[config.mk]
export PLATFORM = sky130hd
export DESIGN_NAME = poly_eval_horner
export DESIGN_NICKNAME = d
export VERILOG_FILES = /design/src/rtl/poly_eval_pkg.sv /design/src/rtl/poly_mac.sv /design/src/rtl/poly_eval_horner.sv
export SDC_FILE = /design/constraint.sdc
export NUM_CORES = 1
export LEC_CHECK = 0
export BUFFER_PORTS_ARGS = -buffer_cell sky130_fd_sc_hd__buf_2
export CAP_MARGIN = 20
export CORE_MARGIN = 3
export CORE_UTILIZATION = 40
export DETAILED_ROUTE_END_ITERATION = 16
export HOLD_SLACK_MARGIN = 0.06
export PLACE_DENSITY = 0.68
export SKIP_LAST_GASP = 1
export SLEW_MARGIN = 10
export SYNTH_ARGS = -nofsm -noshare
export SYNTH_HDL_FRONTEND = slang
export SYNTH_HIERARCHICAL = 1
export SYNTH_SLANG_ARGS = --single-unit
[constraint.sdc]
create_clock -name i_clk -period 4.54 [get_ports i_clk]
set_input_delay 0.908 -clock i_clk [delete_from_list [all_inputs] [get_ports i_clk]]
set_output_delay 0.908 -clock i_clk [all_outputs]
set_load 0.005 [all_outputs]
[src/rtl/poly_eval_pkg.sv]
`default_nettype none
// ============================================================================
//  Module   : poly_eval_pkg
//  Purpose  : Shared types and helpers for the Horner polynomial evaluator.
//  Revision : 1.0  initial release
// ============================================================================
package poly_eval_pkg;

   // Evaluator control states
   typedef enum logic [1:0] {
      S_LOAD = 2'd0,
      S_WAIT = 2'd1,
      S_CALC = 2'd2,
      S_DONE = 2'd3
   } state_t;

   // Width of the load index: it has to hold 0..deg (coefficients) plus deg+1 (x)
   function automatic int idx_w(input int deg);
      return $clog2(deg + 2);
   endfunction

endpackage
`default_nettype wire

[src/rtl/poly_mac.sv]
`default_nettype none
// ============================================================================
//  Module   : poly_mac
//  Purpose  : Combinational multiply-accumulate acc*x + c for one Horner step.
//             Build option POLY_SAT_EN: clamp to 2^W-1 and flag saturation;
//             otherwise the result wraps modulo 2^W and o_sat stays 0.
//  Revision : 1.0  initial release
// ============================================================================
module poly_mac #(
   parameter int W = 8
) (
   input  logic [W-1:0] i_acc,
   input  logic [W-1:0] i_x,
   input  logic [W-1:0] i_c,
   output logic [W-1:0] o_sum,
   output logic         o_sat
);

`ifdef POLY_SAT_EN
   logic [2*W-1:0] w_prod;
   logic [2*W:0]   w_sum;

   // Full-width product and sum; any bit above W means the step overflowed
   always_comb begin
      w_prod = {{W{1'b0}}, i_acc} * {{W{1'b0}}, i_x};
      w_sum  = {1'b0, w_prod} + {{(W + 1){1'b0}}, i_c};
      o_sum  = w_sum[W-1:0];
      o_sat  = 1'b0;
      if (w_sum[2*W:W] != '0) begin
         o_sum = {W{1'b1}};
         o_sat = 1'b1;
      end
   end
`else
   logic [W-1:0] w_prod;

   // Only the low W bits survive truncation, so compute just those
   always_comb begin
      w_prod = i_acc * i_x;
      o_sum  = w_prod + i_c;
      o_sat  = 1'b0;
   end
`endif

endmodule
`default_nettype wire

[src/rtl/poly_eval_horner.sv]
`default_nettype none
// ============================================================================
//  Module   : poly_eval_horner
//  Purpose  : Polynomial evaluator y = c[N]x^N + ... + c[0] using Horner's
//             rule, one MAC per cycle. Words are loaded highest coefficient
//             first, then x, one per Go press/release.
//             Build option POLY_SAT_EN: saturating MACs with sticky overflow.
//  Revision : 1.0  initial release
// ============================================================================
module poly_eval_horner
   import poly_eval_pkg::*;
#(
   parameter int W      = 8,
   parameter int DEGREE = 2
) (
   input  logic                       i_clk,
   input  logic                       i_rst_n,
   input  logic                       i_go,
   input  logic [W-1:0]               i_data_in,
   output logic [idx_w(DEGREE)-1:0]   o_load_idx,
   output logic                       o_busy,
   output logic [W-1:0]               o_data_result,
   output logic                       o_result_valid,
   output logic                       o_overflow
);

   localparam int                IDX_W       = idx_w(DEGREE);
   localparam logic [IDX_W-1:0]  c_IDX_X     = IDX_W'(DEGREE + 1);
   localparam logic [IDX_W-1:0]  c_STEP_LAST = IDX_W'(DEGREE - 1);

   state_t           r_state;
   state_t           w_next_state;
   logic [IDX_W-1:0] r_load_idx;
   logic [IDX_W-1:0] r_step;
   logic [W-1:0]     r_coef [0:DEGREE];
   logic [W-1:0]     r_x;
   logic [W-1:0]     r_acc;
   logic [W-1:0]     r_result;
   logic             r_valid;
   logic             r_ovf;

   logic             w_capture;
   logic [W-1:0]     w_mac_acc;
   logic [W-1:0]     w_mac_c;
   logic [W-1:0]     w_mac_sum;
   logic             w_mac_sat;

   // A press in S_DONE starts a fresh load exactly like S_LOAD (index is already 0)
   assign w_capture = ((r_state == S_LOAD) || (r_state == S_DONE)) && i_go;

   // State register
   always_ff @(posedge i_clk or negedge i_rst_n) begin
      if (!i_rst_n) r_state <= S_LOAD;
      else          r_state <= w_next_state;
   end

   // Next-state logic: handshake on Go, fixed N-cycle evaluation
   always_comb begin
      w_next_state = r_state;
      case (r_state)
         S_LOAD:  if (i_go) w_next_state = S_WAIT;
         S_WAIT:  if (!i_go) w_next_state = (r_load_idx == c_IDX_X) ? S_CALC : S_LOAD;
         S_CALC:  if (r_step == c_STEP_LAST) w_next_state = S_DONE;
         S_DONE:  if (i_go) w_next_state = S_WAIT;
         default: w_next_state = S_LOAD;
      endcase
   end

   // Outputs: busy decodes the state, the rest come straight from registers
   always_comb begin
      o_busy         = (r_state == S_CALC);
      o_load_idx     = r_load_idx;
      o_data_result  = r_result;
      o_result_valid = r_valid;
      o_overflow     = r_ovf;
   end

   // Horner operands: the first step seeds the accumulator with c[N]
   always_comb begin
      w_mac_acc = (r_step == '0) ? r_coef[DEGREE] : r_acc;
      w_mac_c   = r_coef[0];
      for (int k = 0; k < DEGREE; k++) begin
         if (r_step == IDX_W'(k)) w_mac_c = r_coef[DEGREE - 1 - k];
      end
   end

   poly_mac #(.W(W)) u_mac (
      .i_acc (w_mac_acc),
      .i_x   (r_x),
      .i_c   (w_mac_c),
      .o_sum (w_mac_sum),
      .o_sat (w_mac_sat)
   );

   // Coefficient capture: load index i lands in c[N-i]; evaluation never writes here
   always_ff @(posedge i_clk or negedge i_rst_n) begin
      if (!i_rst_n) begin
         for (int k = 0; k <= DEGREE; k++) r_coef[k] <= '0;
      end else begin
         for (int k = 0; k <= DEGREE; k++) begin
            if (w_capture && (r_load_idx == IDX_W'(k))) r_coef[DEGREE - k] <= i_data_in;
         end
      end
   end

   // Datapath and counters: x capture, index/step sequencing, MAC, result
   always_ff @(posedge i_clk or negedge i_rst_n) begin
      if (!i_rst_n) begin
         r_load_idx <= '0;
         r_step     <= '0;
         r_x        <= '0;
         r_acc      <= '0;
         r_result   <= '0;
         r_valid    <= 1'b0;
         r_ovf      <= 1'b0;
      end else begin
         if (w_capture) begin
            r_valid <= 1'b0;
            r_ovf   <= 1'b0;
            if (r_load_idx == c_IDX_X) r_x <= i_data_in;
         end
         if ((r_state == S_WAIT) && !i_go) begin
            if (r_load_idx == c_IDX_X) r_step     <= '0;
            else                       r_load_idx <= r_load_idx + IDX_W'(1);
         end
         if (r_state == S_CALC) begin
            r_acc <= w_mac_sum;
            if (w_mac_sat) r_ovf <= 1'b1;
            if (r_step == c_STEP_LAST) begin
               r_result   <= w_mac_sum;
               r_valid    <= 1'b1;
               r_load_idx <= '0;
            end else begin
               r_step <= r_step + IDX_W'(1);
            end
         end
      end
   end

endmodule
`default_nettype wire

==> impl_metrics.json <==
{
  "status": "complete, no violations",
  "path_clk_slew_ps": 100,
  "design_area_mm2": 0.00395,
  "worstPathRequired_ps": 4750,
  "grt_pass1_vias": 2202,
  "clk_latency_ps": 310,
  "whs_ps": 481,
  "io_buffers": 23,
  "syn_area_mm2": 0.00353,
  "synthAdderAreaFrac": 0.169,
  "critPathKind": "register to register",
  "layout_commonest_cell": "dfrtp_1",
  "wl_met2_um": 3100,
  "synth_edf_count": 0,
  "nNetsFinal": 368,
  "cap_violations": 0,
  "drtIter0Drc": 78,
  "fin_util": 0.471,
  "initial_core_util": 0.421,
  "cts.path.max_buffers": 2,
  "synth_ff_type": "dfrtp_1",
  "setup-violations-final": 0,
  "async_reset_ff_frac": 1.00,
  "synthSimpleGateAreaFrac": 0.0886,
  "worst_pin_slew_ps": 709,
  "ys_warn_count": 6,
  "hold_viol": 0,
  "ys_seq_elements": 56,
  "cts_tree": "done",
  "synth_mux_area_frac": 0.221,
  "dieArea_mm2": 0.00999,
  "drc": 0,
  "wl_met1_um": 2980,
  "cts_buffers": 5,
  "synth_nets": 337,
  "path_max_fanout": 5,
  "synth.distinct_cells": 37,
  "end_kind": "register",
  "vias": 2096,
  "fmax_mhz": 231,
  "synth_compound_area_frac": 0.0241,
  "routed_wl_um": 6390,
  "core_area_mm2": 0.00838,
  "grt_start_max_net_pins": 57,
  "met3_length_um": 215,
  "die_h_um": 100,
  "slew_headroom": 0.527,
  "period_needed_ps": 4330,
  "fin_tns_setup_ps": 0,
  "syn-instance-count": 289,
  "cp-start-kind": "register",
  "via_per_inst": 4.92,
  "synth_top_family_by_area": "multiplexers",
  "placed_area_mm2": 0.00376,
  "top_layer_used": "met4",
  "dp_hpwl_um": 4880,
  "period_share": 0.954,
  "grt_pass1_wl_um": 11000,
  "final_cell_mix": "dfrtp_1, mux2_2, inv_1",
  "n_antenna_cell": 0,
  "drive_gt1_frac": 0.383,
  "yosysSeqAreaShare": 0.397,
  "htreeDepth": 2,
  "fin_skew_ps": 9.12,
  "antenna_found_initial": 0,
  "rows": 33,
  "grt.total_usage": 0.138,
  "drt_first_pass_iters": 4,
  "hold_path_class": "register to register",
  "ant_nets": 0,
  "root_buffer": "clkbuf_8",
  "syn-mean-instance-area_um2": 12.2,
  "wl_per_cell_um": 15.0,
  "syn2layout_area_growth_pct": 11.8,
  "clock_sinks": 56,
  "yosys.area_share.xor_xnor": 0.0446,
  "overflow": 0,
  "slew_viol_final": 0,
  "num_io_pins": 24,
  "place_congestion": 0.832,
  "die_x_um": 100,
  "cp_data_arrival_time_ps": 4540
}
[path summary, 6_finish.rpt]
kind / to / start / slack [ps] / depth (start not counted)
max: r_acc[7] / r_step[0] / 210 / 17
min: o_result_valid / o_result_valid / 480 / 2
max reg2reg: r_acc[7] / r_step[0] / 210 / 17
min reg2reg: o_result_valid / o_result_valid / 480 / 2
max in group asynchronous: asynchronous set/reset pin / i_rst_n / 3320 / 2
min in group asynchronous: o_data_result[6] / i_rst_n / 700 / 2
[critical path, stage by stage (launching register included)]
cell,delay [ps]
dfrtp_1,460
nor2_4,150
buf_6,150
mux2_2,370
nand2_1,100
fa_1,430
inv_1,100
fa_1,420
ha_1,290
inv_1,50
fa_1,530
inv_1,50
ha_1,330
a21o_1,180
a21oi_2,130
xnor2_1,140
xnor2_1,90
mux2_2,260
[Yosys cell counts, types with 2 or more instances]
cell type / number / area (um2)
dfrtp_1: 56 / 1400
mux2_2: 56 / 631
inv_1: 37 / 139
nand2_1: 23 / 86.3
ha_1: 19 / 238
fa_1: 18 / 360
xnor2_1: 17 / 149
and2_1: 11 / 68.8
mux2_4: 8 / 120
buf_4: 4 / 30.0
nand2_2: 4 / 25.0
a21oi_1: 3 / 15.0
and2_2: 3 / 22.5
nor2_1: 3 / 11.3
a21o_1: 2 / 15.0
buf_2: 2 / 10.0
mux2i_1: 2 / 20.0
nor2b_1: 2 / 12.5
[final cells by class]
type	instances	area, um2
Clock buffer	6	82.6
Clock inverter	2	38.8
Fill cell	746	4430
Inverter	37	139
Multi-Input combinational cell	189	1980
Sequential cell	56	1400
Tap cell	105	131
Timing Repair Buffer	31	179
[state kept, by name, summed over array words and instances (netlist names), named ones only]
register and flops:
r_x 8, o_data_result 8, o_result_valid 1, o_overflow 1
r_state 2, r_step 1, r_coef 24, r_acc 8
o_load_idx 2
[routing by layer]
metal,up-vias,GRT usage
li1,1002,-
met1,1033,0.196
met2,54,0.223
met3,7,0.0167
met4,0,0.0441
met5,-,0
[kinds of logic after synthesis]
kind of cell | after synthesis
xor+xnor | 18
other cells | 1
compound gates | 11
fa+ha+maj | 37
mux | 67
buf+inv | 44
simple gates | 55
flops | 56
[metrics by stage]
step,std cells,setup slack (ps)
finish,426,211
global route,426,-8.35
CTS,422,81.2
detailed placement,414,108
global placement,414,142
floorplan,289,132
[timing repair]
item	CTS	global route
hold buffers	0	0
buffers inserted	0	3
gates resized for setup	0	11
setup endpoints to repair	0	4
Power is not shown: default switching activity piles up to over one toggle a cycle in this logic, so the estimate is an artifact.
